===== src/rtl/ex_data_pkt_pkg.sv =====
// Shared types and constants for the ex_data packet reader.
// State encoding, default sync byte and header length.
package ex_data_pkt_pkg;

  typedef enum logic [1:0] {
    StIdle,
    StHdr0,
    StHdr1,
    StPayload
  } state_e;

  localparam logic [7:0]  SYNC_BYTE_DEF = 8'hA5;
  localparam int unsigned HDR_LEN       = 2;

endpackage


===== src/rtl/ex_data_pkt_if.sv =====
// FIFO read port plus tx byte stream between the packet reader and its neighbours.
// master = the reader; slave = FIFO/sink side.
interface ex_data_pkt_if;

  logic       fifo_rd_vld;
  logic [7:0] fifo_rd_data;
  logic       fifo_rd_en;
  logic       tx_valid;
  logic [7:0] tx_data;
  logic       tx_last;
  logic       tx_ready;

  modport master (
    input  fifo_rd_vld, fifo_rd_data, tx_ready,
    output fifo_rd_en, tx_valid, tx_data, tx_last
  );

  modport slave (
    output fifo_rd_vld, fifo_rd_data, tx_ready,
    input  fifo_rd_en, tx_valid, tx_data, tx_last
  );

endinterface


===== src/rtl/ex_data_tmo_cnt.sv =====
// Saturating idle counter: clear wins over enable, hit stays high once LIMIT is reached.
module ex_data_tmo_cnt #(
  parameter int unsigned LIMIT = 64
) (
  input  logic clk,
  input  logic rst_n,
  input  logic clr,
  input  logic en,
  output logic hit
);

  localparam int unsigned W = $clog2(LIMIT + 1);

  logic [W-1:0] cnt_q, cnt_d;

  assign hit = (cnt_q == W'(LIMIT));

  always_comb begin
    cnt_d = cnt_q;
    if (clr) begin
      cnt_d = '0;
    end else if (en && !hit) begin
      cnt_d = cnt_q + 1'b1;
    end
  end

  always_ff @(posedge clk or negedge rst_n) begin
    if (!rst_n) begin
      cnt_q <= '0;
    end else begin
      cnt_q <= cnt_d;
    end
  end

endmodule


===== src/rtl/ex_data_pkt_reader.sv =====
// Drains the ex_data FIFO and frames bytes as [sync, seq, payload...] on a valid/ready stream.
// One held payload byte gives the lookahead needed to flag tx_last when the byte is shown.
module ex_data_pkt_reader
  import ex_data_pkt_pkg::*;
#(
  parameter int unsigned MAX_LEN   = 1024,
  parameter int unsigned IDLE_TMO  = 64,
  parameter logic [7:0]  SYNC_BYTE = SYNC_BYTE_DEF
) (
  input  logic                 clk,
  input  logic                 rst_n,
  input  logic                 en,
  ex_data_pkt_if.master        bus,
  output logic                 pkt_done,
  output logic [7:0]           seq_num
);

  localparam int unsigned CntW = $clog2(MAX_LEN + 1);

  state_e            state_q, state_d;
  logic [7:0]        hold_q, hold_d;
  logic              hold_vld_q, hold_vld_d;
  logic [CntW-1:0]   cnt_q, cnt_d;
  logic [7:0]        seq_q, seq_d;
  logic              tmo_lat_q, tmo_lat_d;
  logic              done_q, done_d;

  logic              tmo_hit, tmo_clr, tmo_en, end_cond;
  logic              rd_en, tx_valid, tx_last;
  logic [7:0]        tx_data;

  // Idle time only accumulates while a packet waits on an empty FIFO.
  assign tmo_clr = (state_q != StPayload) || bus.fifo_rd_vld;
  assign tmo_en  = (state_q == StPayload) && !bus.fifo_rd_vld;

  ex_data_tmo_cnt #(
    .LIMIT (IDLE_TMO)
  ) u_tmo_cnt (
    .clk   (clk),
    .rst_n (rst_n),
    .clr   (tmo_clr),
    .en    (tmo_en),
    .hit   (tmo_hit)
  );

  // Fresh data on the hit cycle keeps the packet open unless a timeout last is already latched.
  assign end_cond = (cnt_q == CntW'(MAX_LEN)) || tmo_lat_q || (tmo_hit && !bus.fifo_rd_vld);

  always_comb begin
    state_d    = state_q;
    hold_d     = hold_q;
    hold_vld_d = hold_vld_q;
    cnt_d      = cnt_q;
    seq_d      = seq_q;
    tmo_lat_d  = 1'b0;
    done_d     = 1'b0;
    rd_en      = 1'b0;
    tx_valid   = 1'b0;
    tx_data    = 8'h00;
    tx_last    = 1'b0;

    unique case (state_q)
      StIdle: begin
        if (en && bus.fifo_rd_vld) begin
          rd_en      = 1'b1;
          hold_d     = bus.fifo_rd_data;
          hold_vld_d = 1'b1;
          cnt_d      = CntW'(1);
          state_d    = StHdr0;
        end
      end
      StHdr0: begin
        tx_valid = 1'b1;
        tx_data  = SYNC_BYTE;
        if (bus.tx_ready) state_d = StHdr1;
      end
      StHdr1: begin
        tx_valid = 1'b1;
        tx_data  = seq_q;
        if (bus.tx_ready) state_d = StPayload;
      end
      StPayload: begin
        tx_data  = hold_q;
        tx_last  = end_cond;
        tx_valid = hold_vld_q && (bus.fifo_rd_vld || end_cond);
        if (tx_valid && bus.tx_ready) begin
          if (end_cond) begin
            hold_vld_d = 1'b0;
            seq_d      = seq_q + 1'b1;
            done_d     = 1'b1;
            state_d    = StIdle;
          end else begin
            rd_en  = 1'b1;
            hold_d = bus.fifo_rd_data;
            cnt_d  = cnt_q + 1'b1;
          end
        end else begin
          // Pin a shown last so late data cannot withdraw it before the sink takes it.
          tmo_lat_d = tx_valid && end_cond;
        end
      end
      default: state_d = StIdle;
    endcase
  end

  // Reset gating keeps the pop strobe low while rst_n is asserted.
  assign bus.fifo_rd_en = rd_en && rst_n;
  assign bus.tx_valid   = tx_valid;
  assign bus.tx_data    = tx_data;
  assign bus.tx_last    = tx_last;
  assign pkt_done       = done_q;
  assign seq_num        = seq_q;

  always_ff @(posedge clk or negedge rst_n) begin
    if (!rst_n) begin
      state_q    <= StIdle;
      hold_q     <= 8'h00;
      hold_vld_q <= 1'b0;
      cnt_q      <= '0;
      seq_q      <= 8'h00;
      tmo_lat_q  <= 1'b0;
      done_q     <= 1'b0;
    end else begin
      state_q    <= state_d;
      hold_q     <= hold_d;
      hold_vld_q <= hold_vld_d;
      cnt_q      <= cnt_d;
      seq_q      <= seq_d;
      tmo_lat_q  <= tmo_lat_d;
      done_q     <= done_d;
    end
  end

endmodule


===== src/flat_wrapper.sv =====
// flat-port wrapper written by rule: the top's interface ports become plain ports
module ex_data_pkt_reader_flat import ex_data_pkt_pkg::*;
#(
  parameter int unsigned MAX_LEN   = 1024,
  parameter int unsigned IDLE_TMO  = 64,
  parameter logic [7:0]  SYNC_BYTE = SYNC_BYTE_DEF
)
  (clk, rst_n, en, pkt_done, seq_num, bus_fifo_rd_vld, bus_fifo_rd_data, bus_tx_ready, bus_fifo_rd_en, bus_tx_valid, bus_tx_data, bus_tx_last);
  ex_data_pkt_if bus_i ();
  input  logic clk;
  input  logic rst_n;
  input  logic en;
  output logic pkt_done;
  output logic [7:0] seq_num;
  input wire logic [$bits(bus_i.fifo_rd_vld)-1:0] bus_fifo_rd_vld;
  input wire logic [$bits(bus_i.fifo_rd_data)-1:0] bus_fifo_rd_data;
  input wire logic [$bits(bus_i.tx_ready)-1:0] bus_tx_ready;
  output wire logic [$bits(bus_i.fifo_rd_en)-1:0] bus_fifo_rd_en;
  output wire logic [$bits(bus_i.tx_valid)-1:0] bus_tx_valid;
  output wire logic [$bits(bus_i.tx_data)-1:0] bus_tx_data;
  output wire logic [$bits(bus_i.tx_last)-1:0] bus_tx_last;
  assign bus_i.fifo_rd_vld = bus_fifo_rd_vld;
  assign bus_i.fifo_rd_data = bus_fifo_rd_data;
  assign bus_i.tx_ready = bus_tx_ready;
  assign bus_fifo_rd_en = bus_i.fifo_rd_en;
  assign bus_tx_valid = bus_i.tx_valid;
  assign bus_tx_data = bus_i.tx_data;
  assign bus_tx_last = bus_i.tx_last;
  ex_data_pkt_reader #(.MAX_LEN(MAX_LEN), .IDLE_TMO(IDLE_TMO), .SYNC_BYTE(SYNC_BYTE)) u_core (.clk(clk), .rst_n(rst_n), .en(en), .bus(bus_i), .pkt_done(pkt_done), .seq_num(seq_num));
endmodule

===== config.mk =====
export PLATFORM = sky130hd
export DESIGN_NAME = ex_data_pkt_reader_flat
export DESIGN_NICKNAME = d
export VERILOG_FILES = /design/src/rtl/ex_data_pkt_pkg.sv /design/src/rtl/ex_data_pkt_if.sv /design/src/rtl/ex_data_tmo_cnt.sv /design/src/rtl/ex_data_pkt_reader.sv /design/src/flat_wrapper.sv
export SDC_FILE = /design/constraint.sdc
export NUM_CORES = 1
export LEC_CHECK = 0
export CORE_ASPECT_RATIO = 1.1
export CORE_MARGIN = 5
export CORE_UTILIZATION = 54
export CTS_CLUSTER_DIAMETER = 30
export DETAILED_ROUTE_END_ITERATION = 10
export GPL_TIMING_DRIVEN = 0
export HOLD_SLACK_MARGIN = 0.1
export PLACE_DENSITY = 0.86
export SYNTH_ARGS = -nofsm -noshare
export SYNTH_HDL_FRONTEND = slang
export SYNTH_SLANG_ARGS = --single-unit

===== constraint.sdc =====
create_clock -name clk -period 2.6 [get_ports clk]
set_input_delay 0.65 -clock clk [delete_from_list [all_inputs] [get_ports clk]]
set_output_delay 0.65 -clock clk [all_outputs]
set_load 0.005 [all_outputs]

==> flow_summary.yaml, run 1 <==
setup_path:
  crit_path_max_fanout: 10
  setup.worst_path.class: "reg2out"
  critPathCaptureType: "output pin"
  worstPathArrival_ns: 1.89
  required_ns: 1.95
  worstSetupStartpointType: "flip-flop"
final_layout:
  drive_gt1_share_pct: 19.26
  fin_area_mm2: 0.002861
  nets: 293
  syn_to_final_growth_pct: 32.20
  fin_util_pct: 72.74
  instances_no_fill: 322
  n_antenna_cell: 0
synth:
  synth_area_leaders: "dfrtp_1, mux2_1, ha_1"
  syn-mean-instance-area_um2: 10.02
  synth_ff_type: "dfrtp_1"
  ys_ff_latch: 39
  yosys.area.top_type: "dfrtp_1"
  ys_seq_area_share_pct: 45.09
  synth.top_cell.area_share_pct: 45.09
  yosys_warnings: 0
  syn_inst: 216
  synth_edf_count: 0
  synthesis.area_mm2: 0.002165
  synth.distinct_cells: 35
  synth_fp_nets: 238
  async_flop_share_pct: 100.0
timing:
  slew_headroom_pct: 63.16
  period_share_pct: 97.63
  setup_viol: 0
  fmax_mhz: 394.0
  drv_slew: 0
  fin_skew_ns: 0.007908
  period_needed_ns: 2.538
  setup_tns_ns: 0
  worstMarginPinSlew_ns: 0.5525
  finalHoldViolations: 0
global_route:
  antenna_found_initial: 0
  grt_pass1_vias: 2035
  track_usage_pct: 21.73
  grt.overflow.total: 0
  grt_pass1_wl_um: 9384
  grt_start_max_net_pins: 41
power:
  peakVddDrop_v: 0.0006612
  p_sw_share_pct: 37.86
  p_int_mw: 1.494
  power.density_mw_per_mm2: 840.0
  power.share.clock_pct: 16.0
  combPwrFrac_pct: 50.0
  p_leak_nw: 1.304
  p_switching_mw: 0.9101
  seqPwrFrac_pct: 34.0
  power_mw: 2.404
placed_design:
  dp.cells: 300
  dpl.hpwl_um: 3381
  port_buffers: 32
  place_congestion: 0.8503
  placed_cell_area_mm2: 0.002545
die:
  num_io_pins: 33
  core_area_mm2: 0.003934
  dieArea_mm2: 0.005376
  die_height_um: 76.41
  num_rows: 24
  start_util_pct: 55.03
  die_w_um: 70.37
clock_network:
  cts_buffers: 5
  cts_root_buf: "clkbuf_8"
  ctsHoldBuffers: 0
  clock_sinks: 39
  tritoncts: "yes"
  cts.htree.levels: 2
  clkLatencyLatePin_ns: 0.29
  cts.path.max_buffers: 2
  clk_pin_slew_ns: 0.07
routing:
  postRouteAntennaNets: 0
  drtIter0Drc: 239
  wl_um: 5779
  drtPass1Iterations: 4
  drt_drc_violations_left: 0
  wire_per_inst_um: 17.95
  via_per_inst: 6.099
  vias: 1964
run_status:
  status: "finished, final reports clean"
hold_path:
  worstHoldPathType: "in2async"
flow_run:
  maxCapViolCount: 0
## worst max-delay path, cell delays in order (launching register included)
cell           delay (ns)
dfrtp_1              0.40
ha_1                 0.22
buf_6                0.15
buf_8                0.15
clkbuf_8             0.17
a22oi_1              0.16
nor2_1               0.07
dlygate4sd2_1        0.28
## worst paths after layout
path	start	endpoint	slack [ns]	cells after the start
min	rst_n	u_core.cnt_q[5]$_DFFE_PN0P_	0.36	1
min in group clk	u_core.hold_q[0]$_DFFE_PN0P_	u_core.hold_q[0]$_DFFE_PN0P_	0.49	1
max reg2reg	u_core.state_q[0]$_DFFE_PN0P_	u_core.hold_q[5]$_DFFE_PN0P_	0.42	9
max	u_core.state_q[0]$_DFFE_PN0P_	bus_tx_data[4]	0.06	7
max in group asynchronous	rst_n	u_core.state_q[1]$_DFFE_PN0P_	1.84	1
min reg2reg	u_core.hold_q[0]$_DFFE_PN0P_	u_core.hold_q[0]$_DFFE_PN0P_	0.49	1
## final cells by class
class / instances / area (µm²)
Timing Repair Buffer: 50 / 440.4
Sequential cell: 39 / 977.2
Fill cell: 264 / 1072
Tap cell: 52 / 65.06
Multi-Input combinational cell: 158 / 1190
Inverter: 8 / 30.03
Clock buffer: 6 / 72.57
Buffer: 9 / 86.33
## what timing repair did
action / 4_1_cts / 5_1_grt
resized for setup: 39 / 14
setup endpoints to repair: 11 / 10
hold endpoints to repair: 0 / 0
buffers inserted: 14 / 4
pin swaps: 3 / 6
## layer usage
layer  vias to the layer above  routed length, µm  track usage [%]
li1                        899                  -                -
met2                        93               2841            34.64
met5                         -                  0                0
met4                         0                194            9.579
met1                       949               2272            27.16
met3                        23                471            6.201
## sequential cells by signal (all words and copies together), names as in the netlist
name / cells
u_core.hold_vld_q: 1
u_core.tmo_lat_q: 1
u_core.state_q: 2
u_core.seq_num: 8
u_core.pkt_done: 1
u_core.hold_q: 8
u_core.u_tmo_cnt.cnt_q: 7
u_core.cnt_q: 11
## power by group through the flow
stage / sequential [mW] / clock (mW) / combinational, mW
after global routing: 0.829 / 0.423 / 1.31
after CTS: 0.811 / 0.385 / 1.11
after floorplan: 0.815 / 0 / 0.583
after global placement: 0.842 / 0 / 0.891
final: 0.817 / 0.384 / 1.20
after detailed placement: 0.846 / 0 / 0.914
## kinds of logic (layout without fill, tap and decap cells)
group,count (synthesis),in the layout,share of synthesized area (%)
compound gates,53,53,17.05
mux,14,14,7.110
simple gates,70,70,16.94
flops,39,39,45.09
fa+ha+maj,9,9,5.202
buf+inv,19,73,3.757
xor+xnor,12,12,4.855
## layout by cell type, fill, tap and decap left out, drive strengths merged
cell and n:
a31o 1, and3 8, nand4 5, dfrtp 39, mux2i 3, xor2 11
a21boi 1, nor3 3, and2 2, a211oi 1, o221ai 1, mux2 11
inv 8, a41oi 9, clkbuf 12, and4bb 1, ha 9, dlymetal6s2s 3
a21oi 14, o21ai 3, nand2b 7, xnor2 1, nand3 11, dlygate4sd2 8
a311oi 1, a22oi 8, nor2 20, a21bo 1, a31oi 11, clkdlybuf4s50 18
buf 24, o21a 1, o21bai 1, nand2 11, nor4b 2
## synth_stat cells, types with 6 or more instances
| cell type | count |
|---|---|
| a41oi_1 | 9 |
| clkbuf_1 | 6 |
| ha_1 | 9 |
| inv_1 | 8 |
| dfrtp_1 | 39 |
| nand2_1 | 11 |
| nor2_1 | 20 |
| a31oi_1 | 10 |
| and3_1 | 8 |
| mux2_1 | 11 |
| a22oi_1 | 8 |
| nand2b_1 | 7 |
| xor2_1 | 11 |
| a21oi_1 | 14 |
| nand3_1 | 11 |
## per-stage QoR
step | hold WS, ns | setup slack [ns]
final | 0.3605 | 0.06168
after global routing | 0.4102 | -0.009637
after CTS | 0.4925 | 0.007668
after detailed placement | 0.4790 | -0.8532
after global placement | 0.4703 | -1.257
after floorplan | 0.3544 | 0.3123
Power figures use the tool's default switching activity.
==> run 2, diff against run 1 <==
TNS_END_PERCENT = 10   (was unset)
==> run 2 against run 1 <==
  * The flow now finishes with violations (setup timing)
  * Combinational power shrank 9%
  * Clock skew shrank 0.00086 ns
  * Global-route usage shrank 1.2 points
  * Final cell count shrank 1.6%
  * Routed wire length shrank 6.3%
  * Setup slack lost 0.073 ns
  * Register-to-register slack lost 0.12 ns
  * Non-clock buffer count shrank 5
  * Sequential share of layout area grew 0.45 points
  * Die area is the same
  * Critical path depth shrank 1
  * Design area shrank 1.2%
  * Largest power group unchanged
==> flow_summary.yaml, run 2 (synthesized netlist as in run 1, its figures left out) <==
flow_run:
  maxCapViolCount: 0
routing:
  drtIter0Drc: 188
  drtPass1Iterations: 4
  wl_um: 5414
  drt_drc_violations_left: 0
  via_per_inst: 6.091
  vias: 1931
  wire_per_inst_um: 17.08
  postRouteAntennaNets: 0
run_status:
  violations: "setup timing"
  status: "complete, but fails checks"
final_layout:
  final_cell_mix: "dfrtp_1, nor2_1, clkdlybuf4s50_1"
  mostFrequentLayoutCell: "dfrtp_1"
  drive_gt1_share_pct: 16.98
  fin_util_pct: 71.88
  instances_no_fill: 317
  largest_reg_flops: 11
  regMostFlops: "u_core.cnt_q"
  n_antenna_cell: 0
  fin_area_mm2: 0.002828
  nets: 288
  syn_to_final_growth_pct: 30.64
clock_network:
  clk_pin_slew_ns: 0.07
  tritoncts: "yes"
  cts.path.max_buffers: 2
  clkLatencyLatePin_ns: 0.29
  cts_root_buf: "clkbuf_8"
  cts.htree.levels: 2
  clock_sinks: 39
  ctsHoldBuffers: 0
  cts_buffers: 5
die:
  start_util_pct: 55.03
  core_area_mm2: 0.003934
  num_io_pins: 33
  dieArea_mm2: 0.005376
  die_w_um: 70.37
  die_height_um: 76.41
  num_rows: 24
power:
  power.density_mw_per_mm2: 815.0
  power_mw: 2.305
  p_switching_mw: 0.8638
  peakVddDrop_v: 0.0005655
  combPwrFrac_pct: 47.3
  seqPwrFrac_pct: 36.2
  power.share.clock_pct: 16.6
  p_leak_nw: 1.262
  p_sw_share_pct: 37.48
  p_int_mw: 1.441
placed_design:
  dp.cells: 300
  dp_slack_ns: -0.8532
  placed_cell_area_mm2: 0.002545
  dpl.hpwl_um: 3381
  port_buffers: 32
  place_congestion: 0.8503
timing:
  fmax_mhz: 382.9
  setup_tns_ns: -0.01157
  worstMarginPinSlew_ns: 0.8766
  whs_ns: 0.4728
  rsz0062_at_grt: "true"
  fin_skew_ns: 0.007052
  slew_headroom_pct: 41.56
  period_share_pct: 100.4
  setup_viol: 1
  period_needed_ns: 2.612
  drv_slew: 0
  finalHoldViolations: 0
  worst_slack_ns: -0.01157
global_route:
  grt_pass1_wl_um: 8942
  antenna_found_initial: 0
  grt_pass1_vias: 1943
  grt.overflow.total: 0
  track_usage_pct: 20.49
  grt_start_max_net_pins: 41
setup_path:
  required_ns: 1.95
  worstPathArrival_ns: 1.96
  crit_path_max_fanout: 10
  critPathCaptureType: "output pin"
  setup.worst_path.class: "reg2out"
  worstSetupStartpointType: "flip-flop"
hold_path:
  worstHoldPathType: "in2async"
==> run 2: cell types whose count changed in the layout (fill, tap and decap cells not counted), sizes merged <==
| cell | previous run | this run |
|---|---|---|
| clkdlybuf4s50 | 18 | 20 |
| clkdlybuf4s15 | 0 | 3 |
| buf | 24 | 20 |
| dlygate4sd2 | 8 | 2 |
==> run 2: critical path: stages, from the launching register on <==
cell and delay (ns):
dfrtp_2 0.42, ha_1 0.18, buf_6 0.15, buf_8 0.14
a22oi_1 0.07, a21oi_1 0.17, clkdlybuf4s50_1 0.54
==> run 2: area by class of cell <==
type	count	area (µm²)
buffer	9	85.08
clock buffer	6	72.57
fill	272	1106
inverter	8	30.03
multi-input combinational	158	1194
sequential	39	978.4
tap	52	65.06
timing repair buffer	45	402.9
==> run 2: timing repair <==
item / CTS / global route
setup endpoints to repair: 11 / 11
setup buffers: 7 / 6
pin swaps: 3 / 1
resized for setup: 35 / 18
==> run 2: worst paths after layout <==
kind | endpoint | slack, ns | cells after the start | from
max | bus_tx_data[2] | -0.01 | 6 | u_core.state_q[1]$_DFFE_PN0P_
min | u_core.cnt_q[5]$_DFFE_PN0P_ | 0.47 | 1 | rst_n
max reg2reg | u_core.hold_q[5]$_DFFE_PN0P_ | 0.30 | 8 | u_core.state_q[0]$_DFFE_PN0P_
min reg2reg | u_core.hold_q[0]$_DFFE_PN0P_ | 0.49 | 1 | u_core.hold_q[0]$_DFFE_PN0P_
max in group asynchronous | u_core.u_tmo_cnt.cnt_q[0]$_DFFE_PN0P_ | 1.52 | 1 | rst_n
min in group clk | u_core.hold_q[0]$_DFFE_PN0P_ | 0.49 | 1 | u_core.hold_q[0]$_DFFE_PN0P_
==> run 2: power by group through the flow <==
stage               combinational [mW]  sequential, mW  clock [mW]
finish                            1.09           0.834       0.381
global route                      1.20           0.848       0.421
CTS                               1.02           0.824       0.385
detailed placement               0.914           0.846           0
global placement                 0.891           0.842           0
floorplan                        0.583           0.815           0
==> run 2: per-layer routing <==
layer	wire, µm	vias up	track usage (%)
li1	-	891	-
met1	2321	950	25.88
met2	2628	78	33.33
met3	354	12	6.860
met4	110	0	5.556
met5	0	-	0
